==> src/rtl/clock_pkg.sv <==
// Shared widths, limits and digit checks for the HH:MM:SS BCD time counter.
package clock_pkg;

    localparam int SEC_UNITS_W = 4;
    localparam int SEC_TENS_W  = 3;
    localparam int HOUR_TENS_W = 2;

    localparam int MAX_SEC  = 59;
    localparam int MAX_MIN  = 59;
    localparam int MAX_HOUR = 23;
    localparam int HOURS_12 = 12;

    function automatic logic bcd_ok(input logic [3:0] digit);
        return digit <= 4'd9;
    endfunction

    // Valid BCD pair whose decimal value does not exceed max.
    function automatic logic field_ok(
        input logic [2:0] tens,
        input logic [3:0] units,
        input int         max
    );
        return bcd_ok(units) && ((int'(tens) * 10 + int'(units)) <= max);
    endfunction

endpackage

==> src/rtl/bcd_mod_counter.sv <==
// Two-digit BCD modulo counter; priority reset > load > clear > inc.
module bcd_mod_counter
    import clock_pkg::*;
#(
    parameter int MODULUS   = 60,
    parameter int TENS_W    = 3,
    parameter int RESET_VAL = 0
) (
    input  logic                   i_Clock,
    input  logic                   i_Reset,
    input  logic                   i_Clear,
    input  logic                   i_Load,
    input  logic                   i_Inc,
    input  logic [SEC_UNITS_W-1:0] i_Load_Units,
    input  logic [TENS_W-1:0]      i_Load_Tens,
    output logic [SEC_UNITS_W-1:0] o_Units,
    output logic [TENS_W-1:0]      o_Tens,
    output logic                   o_Carry,
    output logic                   o_At_Max
);

    localparam logic [SEC_UNITS_W-1:0] MAX_U = SEC_UNITS_W'((MODULUS - 1) % 10);
    localparam logic [TENS_W-1:0]      MAX_T = TENS_W'((MODULUS - 1) / 10);
    localparam logic [SEC_UNITS_W-1:0] RST_U = SEC_UNITS_W'(RESET_VAL % 10);
    localparam logic [TENS_W-1:0]      RST_T = TENS_W'(RESET_VAL / 10);

    assign o_At_Max = (o_Units == MAX_U) && (o_Tens == MAX_T);
    assign o_Carry  = i_Inc && o_At_Max;

    always_ff @(posedge i_Clock) begin
        if (i_Reset) begin
            o_Units <= RST_U;
            o_Tens  <= RST_T;
        end else if (i_Load) begin
            o_Units <= i_Load_Units;
            o_Tens  <= i_Load_Tens;
        end else if (i_Clear) begin
            o_Units <= '0;
            o_Tens  <= '0;
        end else if (i_Inc) begin
            if (o_At_Max) begin
                o_Units <= '0;
                o_Tens  <= '0;
            end else if (o_Units == 4'd9) begin
                o_Units <= '0;
                o_Tens  <= o_Tens + TENS_W'(1);
            end else begin
                o_Units <= o_Units + 4'd1;
            end
        end
    end

endmodule

==> src/rtl/bcd_time_counter.sv <==
// HH:MM:SS BCD time-of-day counter with prescaler, validated load,
// manual set, 12 h display decode and day-wrap strobe.
module bcd_time_counter
    import clock_pkg::*;
#(
    parameter int TICKS_PER_SEC = 1,
    parameter int RESET_HOUR    = 0,
    parameter int MANUAL_CARRY  = 0
) (
    input  logic                   i_Clock,
    input  logic                   i_Reset,
    input  logic                   i_Run,
    input  logic                   i_Tick,
    input  logic                   i_Clear_Sec,
    input  logic                   i_Inc_Sec,
    input  logic                   i_Inc_Min,
    input  logic                   i_Inc_Hour,
    input  logic                   i_Load,
    input  logic [5:0]             i_Load_Hour,
    input  logic [6:0]             i_Load_Min,
    input  logic [6:0]             i_Load_Sec,
    input  logic                   i_Mode_12h,
    output logic [SEC_UNITS_W-1:0] o_Units_Sec,
    output logic [SEC_TENS_W-1:0]  o_Tens_Sec,
    output logic [SEC_UNITS_W-1:0] o_Units_Min,
    output logic [SEC_TENS_W-1:0]  o_Tens_Min,
    output logic [SEC_UNITS_W-1:0] o_Units_Hour,
    output logic [HOUR_TENS_W-1:0] o_Tens_Hour,
    output logic                   o_PM,
    output logic                   o_Day_Wrap,
    output logic                   o_Load_Error
);

    localparam logic [15:0] PRE_TOP = 16'(TICKS_PER_SEC - 1);

    logic [15:0]            pre;
    logic                   manual, tick_ok, sec_adv, carry_en;
    logic                   load_ok, wr, sec_clr;
    logic                   sec_inc, min_inc, hour_inc;
    logic                   sec_carry, min_carry, hour_carry;
    logic                   sec_max, min_max, hour_max, unused_max;
    logic [SEC_UNITS_W-1:0] hour_units, units12;
    logic [HOUR_TENS_W-1:0] hour_tens;
    logic [4:0]             hour_bin, disp;
    logic                   tens12;

    assign load_ok = field_ok({1'b0, i_Load_Hour[5:4]}, i_Load_Hour[3:0], MAX_HOUR)
                  && field_ok(i_Load_Min[6:4], i_Load_Min[3:0], MAX_MIN)
                  && field_ok(i_Load_Sec[6:4], i_Load_Sec[3:0], MAX_SEC);

    assign manual   = i_Clear_Sec | i_Inc_Sec | i_Inc_Min | i_Inc_Hour;
    assign tick_ok  = i_Run & i_Tick & ~i_Load & ~manual;
    assign sec_adv  = tick_ok & (pre == PRE_TOP);
    assign carry_en = (MANUAL_CARRY != 0) | tick_ok;
    assign wr       = i_Load & load_ok;
    assign sec_clr  = ~i_Load & i_Clear_Sec;

    assign sec_inc  = ~i_Load & ((i_Inc_Sec & ~i_Clear_Sec) | sec_adv);
    assign min_inc  = ~i_Load & (i_Inc_Min | (sec_carry & carry_en));
    assign hour_inc = ~i_Load & (i_Inc_Hour | (min_carry & carry_en));

    // Wrap detection uses the carry path; the max flags are kept for probing.
    assign unused_max = sec_max ^ min_max ^ hour_max;

    bcd_mod_counter #(.MODULUS(MAX_SEC + 1), .TENS_W(SEC_TENS_W), .RESET_VAL(0)) u_sec (
        .i_Clock(i_Clock), .i_Reset(i_Reset), .i_Clear(sec_clr), .i_Load(wr),
        .i_Inc(sec_inc), .i_Load_Units(i_Load_Sec[3:0]), .i_Load_Tens(i_Load_Sec[6:4]),
        .o_Units(o_Units_Sec), .o_Tens(o_Tens_Sec), .o_Carry(sec_carry), .o_At_Max(sec_max)
    );

    bcd_mod_counter #(.MODULUS(MAX_MIN + 1), .TENS_W(SEC_TENS_W), .RESET_VAL(0)) u_min (
        .i_Clock(i_Clock), .i_Reset(i_Reset), .i_Clear(1'b0), .i_Load(wr),
        .i_Inc(min_inc), .i_Load_Units(i_Load_Min[3:0]), .i_Load_Tens(i_Load_Min[6:4]),
        .o_Units(o_Units_Min), .o_Tens(o_Tens_Min), .o_Carry(min_carry), .o_At_Max(min_max)
    );

    bcd_mod_counter #(.MODULUS(MAX_HOUR + 1), .TENS_W(HOUR_TENS_W), .RESET_VAL(RESET_HOUR)) u_hour (
        .i_Clock(i_Clock), .i_Reset(i_Reset), .i_Clear(1'b0), .i_Load(wr),
        .i_Inc(hour_inc), .i_Load_Units(i_Load_Hour[3:0]), .i_Load_Tens(i_Load_Hour[5:4]),
        .o_Units(hour_units), .o_Tens(hour_tens), .o_Carry(hour_carry), .o_At_Max(hour_max)
    );

    always_ff @(posedge i_Clock) begin
        if (i_Reset) begin
            pre          <= '0;
            o_Day_Wrap   <= 1'b0;
            o_Load_Error <= 1'b0;
        end else begin
            if (wr || sec_clr)
                pre <= '0;
            else if (tick_ok)
                pre <= (pre == PRE_TOP) ? '0 : pre + 16'd1;
            o_Day_Wrap   <= tick_ok & hour_carry;
            o_Load_Error <= i_Load & ~load_ok;
        end
    end

    assign hour_bin = {3'b000, hour_tens} * 5'd10 + {1'b0, hour_units};
    assign o_PM     = hour_bin >= 5'(HOURS_12);

    always_comb begin
        disp = hour_bin;
        if (hour_bin == 5'd0)
            disp = 5'(HOURS_12);
        else if (hour_bin > 5'(HOURS_12))
            disp = hour_bin - 5'(HOURS_12);
        tens12  = disp >= 5'd10;
        units12 = tens12 ? 4'(disp - 5'd10) : 4'(disp);
    end

    assign o_Tens_Hour  = i_Mode_12h ? {1'b0, tens12} : hour_tens;
    assign o_Units_Hour = i_Mode_12h ? units12 : hour_units;

endmodule

==> config.mk <==
export PLATFORM = sky130hd
export DESIGN_NAME = bcd_time_counter
export DESIGN_NICKNAME = d
export VERILOG_FILES = /design/src/rtl/clock_pkg.sv /design/src/rtl/bcd_mod_counter.sv /design/src/rtl/bcd_time_counter.sv
export SDC_FILE = /design/constraint.sdc
export NUM_CORES = 1
export LEC_CHECK = 0
export ABC_AREA = 1
export CAP_MARGIN = 20
export CORE_UTILIZATION = 45
export DETAILED_ROUTE_END_ITERATION = 10
export DONT_BUFFER_PORTS = 1
export GPL_TIMING_DRIVEN = 0
export SLEW_MARGIN = 20
export SYNTH_ARGS = -nofsm -noshare
export SYNTH_HDL_FRONTEND = slang
export SYNTH_HIERARCHICAL = 1
export SYNTH_SLANG_ARGS = --single-unit
==> constraint.sdc <==
create_clock -name i_Clock -period 2.99 [get_ports i_Clock]
set_input_delay 0.598 -clock i_Clock [delete_from_list [all_inputs] [get_ports i_Clock]]
set_output_delay 0.598 -clock i_Clock [all_outputs]
set_load 0.01 [all_outputs]
After elaboration in Yosys (flattened, before gate mapping):

Cells that the tools add are included.

* $add $sub $neg: 13
* multiply operators: 4
* magnitude comparators: 9
* equality and inequality tests: 7
* muxes and demuxes: 32
* bitwise gates (word level): 24
* reduce and logical (&&, ||, !) cells: 24

Operators by type and width (count)
* 2-to-1 mux 4 bit: 15
* 2-to-1 mux 3 bit: 9
* adder 16 x 1 -> 16 bit (second input constant): 1
* adder 7 x 4 -> 8 bit: 2
* less-or-equal comparator 8 x 6 -> 1 bit (second input constant): 2
* zero test 16 bit: 1
* 2-to-1 mux 16 bit: 1
* AND 1 bit: 14
* adder 4 x 1 -> 4 bit (second input constant): 3
* equality test 4 bit (second input constant): 3
* less-or-equal comparator 4 bit (second input constant): 3
* multiplier 3 x 3 -> 6 bit (second input constant): 2
* logical AND 1 bit: 11
* greater-or-equal comparator 5 x 4 -> 1 bit (second input constant): 2
* 2-to-1 mux 2 bit: 5
* 2-to-1 mux 5 bit: 2
* nonzero test 3 bit: 3
* adder 6 x 4 -> 7 bit: 1
* less-or-equal comparator 7 x 5 -> 1 bit (second input constant): 1
* adder 3 x 1 -> 3 bit (second input constant): 2
* equality test 3 bit (second input constant): 2
* OR 1 bit: 6
* AND reduction 2 bit: 3
* adder 5 x 4 -> 5 bit: 1
* 14 further kinds: 18

* register bits after elaboration: 38
* input port bits: 30
* output and inout port bits: 23

Depth between registers and ports, before layout:

* depth in word-level cells: 18
* depth in mapped cells: 21
* gate-level depth less buffers: 21

Hierarchy:

Netlist, hierarchy kept.

By module, submodules not included
* bcd_time_counter: times used 1, cells an instance 315, area an instance 2062.0 um2, sequential area each 360.3 um2
* bcd_mod_counter at u_min ...: times used 2, cells an instance 82, area an instance 533.0 um2, sequential area each 140.1 um2
* bcd_mod_counter at u_hour: times used 1, cells an instance 63, area an instance 465.4 um2, sequential area each 120.1 um2

Worst setup path before layout:

No wires, ideal clock.

* kind: register -> output
* from: register u_hour.o_Tens[0]
* to: output o_Units_Hour[1]
* arrival time: 2553 ps
* data required time: 2392 ps
* slack: -161 ps
* stages on the path, launching flop included: 19
* cell sequence: dfxtp_1 -> ha_1 -> fa_1 -> xor2_2 -> ha_1 -> inv_1 -> nor2_1 -> o211ai_1 -> nand2_1 -> inv_1 -> nand2_1 -> inv_1 -> ha_1 -> inv_1 -> nand2_2 -> nand3_2 -> nand2_1 -> nand3_1 -> nand2_1

* longest elaborated chain between the ends: 8
* elaborated cells between the ends (all ways): 11
* those cells by class: add/sub: 3; mul: 1; order compare: 2; mux: 4; reduce/logical: 1

RTL lines
* start, declared: RTL line bcd_mod_counter.sv:17 `output logic [TENS_W-1:0] o_Tens,`
* start signal, assigned: RTL line bcd_mod_counter.sv:36 `o_Tens <= i_Load_Tens;`
* start signal, assigned: RTL line bcd_mod_counter.sv:46 `o_Tens <= o_Tens + TENS_W'(1);`
* multiplier 2 x 3 -> 4 bit *: RTL line bcd_time_counter.sv:98 `assign hour_bin = {3'b000, hour_tens} * 5'd10 + {1'b0, hour_units};`
* adder 5 x 4 -> 5 bit *: RTL line bcd_time_counter.sv:98
* subtractor 5 x 4 -> 5 bit / greater-than comparator 5 x 4 -> 1 bit (equally long branches): RTL line bcd_time_counter.sv:106, bcd_time_counter.sv:105
* 2-to-1 mux 5 bit: RTL line bcd_time_counter.sv:105 `else if (hour_bin > 5'(HOURS_12))`
* 2-to-1 mux 5 bit *: RTL line bcd_time_counter.sv:103 `if (hour_bin == 5'd0)`
* subtractor 4 bit / greater-or-equal comparator 5 x 4 -> 1 bit (equally long branches): RTL line bcd_time_counter.sv:108, bcd_time_counter.sv:107
* 2-to-1 mux 4 bit *: RTL line bcd_time_counter.sv:108 `units12 = tens12 ? 4'(disp - 5'd10) : 4'(disp);`
* 2-to-1 mux 4 bit *: RTL line bcd_time_counter.sv:112 `assign o_Units_Hour = i_Mode_12h ? units12 : hour_units;`
* end, declared: RTL line bcd_time_counter.sv:27 `output logic [SEC_UNITS_W-1:0] o_Units_Hour,`

Every way passes the cells marked *; elsewhere a longest branch is shown, timed or not.

Worst setup path after layout:

* from: register u_hour.o_Units[1]
* to: output o_Units_Hour[2]

* longest elaborated chain between the ends: 7
* elaborated cells between the ends (all ways): 10
* those cells by class: add/sub: 3; order compare: 2; mux: 4; reduce/logical: 1

RTL lines
* start, declared: RTL line bcd_mod_counter.sv:16 `output logic [SEC_UNITS_W-1:0] o_Units,`
* start signal, assigned: RTL line bcd_mod_counter.sv:35 `o_Units <= i_Load_Units;`
* start signal, assigned: RTL line bcd_mod_counter.sv:48 `o_Units <= o_Units + 4'd1;`
* adder 5 x 4 -> 5 bit *: RTL line bcd_time_counter.sv:98
* subtractor 5 x 4 -> 5 bit / greater-than comparator 5 x 4 -> 1 bit (equally long branches): RTL line bcd_time_counter.sv:106, bcd_time_counter.sv:105
* 2-to-1 mux 5 bit: RTL line bcd_time_counter.sv:105
* 2-to-1 mux 5 bit *: RTL line bcd_time_counter.sv:103
* subtractor 4 bit / greater-or-equal comparator 5 x 4 -> 1 bit (equally long branches): RTL line bcd_time_counter.sv:108, bcd_time_counter.sv:107
* 2-to-1 mux 4 bit *: RTL line bcd_time_counter.sv:108
* 2-to-1 mux 4 bit *: RTL line bcd_time_counter.sv:112

Marks and branches as above.

==> results.toml <==
[yosys]
yosys_warnings = 6
synthCells = 541
syn_area_um2 = 3590
syn_area_per_cell_um2 = 6.64

[grt]
grtUsageMet2 = 0.345
busiest_layer = "met2"
grt_use_total = 0.204
grt_pass1_vias = 3156
met1_usage = 0.268
grt-ovfl-total = 0
gr-usage-met3 = 0.0402
grt_first_pass_wirelength_um = 14200
grt_max_degree = 12
antenna_found_initial = 0

[power_and_ir_drop]
p_switching_uw = 589
clockPowerShare = 0.238
internal-power_uw = 976
sw_frac_of_total = 0.377
powerDensity_nw_per_um2 = 380
p_leak_nw = 1.87
comb_power_share = 0.389
irDropWorstVdd_mv = 0.190
p_total_mw = 1.56
pwr-share-seq = 0.373

[routing]
drc = 0
wl_per_cell_um = 12.2
avgViaCountPerCell = 5.07
first_pass_iters = 4
vias = 3406
wl_um = 8200
drtIter0Drc = 110
drtAntennaViolNets = 0

[finish]
insertedDiodeCount = 0
areaGrowthSynthToFinish_pct = 14.8
final_core_util = 0.533
layout_common_cells = "nand2_1, inv_1, nor2_1"
layout_commonest_cell = "nand2_1"
nFillCells = 755
seq_area_um2 = 771
drive_gt1_frac = 0.184
multi_input_area_um2 = 2590
fin_nets = 636

[placement]
dp_hpwl_um = 6260
portBuffers = 0
gp_congestion = 0.856

[worst_hold_path]
hold_path_class = "primary input to register"

[floorplan]
row_count = 32
io_pins = 53
start_util = 0.465
die_y_um = 91.3
dieArea_um2 = 8340
die-width_um = 91.3
coreArea_um2 = 7730

[sta]
max_freq_mhz = 300
grt_setup_unrepaired = "yes"
setup_viol = 4
drv_slew = 0
hold_viol = 0
skew_ns = 0.00448
finalCriticalPeriod_ns = 3.34
worst_slack_ns = -0.348
fin_crit_sh = 1.12

[clock_network]
cts_buffers = 5
cts_tree = "built"
cts.sinks = 38
clk_path_buf_depth = 2
htree_num_levels = 2
holdBufCountCts = 0
clkTransAtPathRegs_ns = 0.07
clk-insertion-delay-late_ns = 0.29
ctsRootBufferMaster = "clkbuf_8"

[worst_setup_path]
critPathMaxFanout = 4
cp.arrival_ns = 2.74
startpoint_type = "register"
critPathRequiredTime_ns = 2.39
crit_path_end_kind = "primary output"
crit_type = "register to primary output"

[job]
max-cap-violations = 0

[run_status]
status = "finished, violations left"
violations = "negative setup slack"
power groups by stage:
stage                     clock network (mW)  registers, mW  logic (mW)
after floorplan                            0          0.587       0.404
after global placement                     0          0.598       0.463
after detailed placement                   0          0.598       0.478
after CTS                              0.388          0.585       0.571
after global routing                   0.408          0.590       0.686
final                                  0.373          0.584       0.608
layer usage:
| layer | part of all wire | wire length (µm) |
|---|---|---|
| met5 | 0 | 0 |
| met4 | 0.010 | 82 |
| met3 | 0.050 | 408 |
| met2 | 0.47 | 3850 |
| met1 | 0.47 | 3860 |
sequential cells by signal, summed over array words and instances, names as in the netlist:
register	cells
u_min/o_Units	4
o_Day_Wrap	1
u_hour/o_Units	4
u_sec/o_Units	4
u_sec/o_Tens	3
pre	16
u_min/o_Tens	3
u_hour/o_Tens	2
o_Load_Error	1
worst paths after layout:
| path | end | cells after the start | from | slack (ns) |
|---|---|---|---|---|
| worst max-delay path | o_Units_Hour[2] | 17 | u_hour/o_Units[1] | -0.35 |
| worst min register to register | pre[14] | 2 | pre[14] | 0.57 |
| worst max register to register | u_hour/o_Tens[1] | 20 | pre[0] | 0.21 |
| worst min-delay path | o_Load_Error | 2 | i_Load | 0.46 |
cell type report:
| class | instances | share of cell area |
|---|---|---|
| Multi-Input combinational cell | 409 | 0.628 |
| Sequential cell | 38 | 0.187 |
| Inverter | 88 | 0.0835 |
| Timing Repair Buffer | 20 | 0.0364 |
| Tap cell | 102 | 0.0310 |
| Clock buffer | 7 | 0.0209 |
| Buffer | 7 | 0.0118 |
| Clock inverter | 1 | 0.00121 |
worst max-delay path, stage by stage (launching register included):
cell and delay [ns]:
dfxtp_4 0.36, ha_4 0.16, fa_2 0.44, xor2_4 0.18, ha_4 0.18, inv_4 0.06
nor2_4 0.03, o211ai_1 0.18, nand2_1 0.11, inv_1 0.08, nand2_2 0.07, inv_2 0.07
ha_4 0.13, inv_2 0.04, nand2_4 0.07, buf_4 0.11, nand4_1 0.08, nand3_2 0.11
through the flow:
step,TNS [ns],worst slack [ns],hold WS [ns],instance area [µm²],instances
2_1_floorplan,0,0.00327,0.534,3610,542
3_3_place_gp,-5.02,-0.615,0.548,3730,644
3_5_place_dp,-5.72,-0.634,0.557,3730,644
4_1_cts,-0.807,-0.269,0.462,4040,669
5_1_grt,-1.90,-0.515,0.466,4120,672
6_report,-1.23,-0.348,0.462,4120,672
repair_timing:
item	4_1_cts	5_1_grt
buffers inserted	17	3
cloned	0	0
setup endpoints to repair	11	20
pin swaps	20	15
resized for setup	26	14
(Power assumes the default switching activity.)
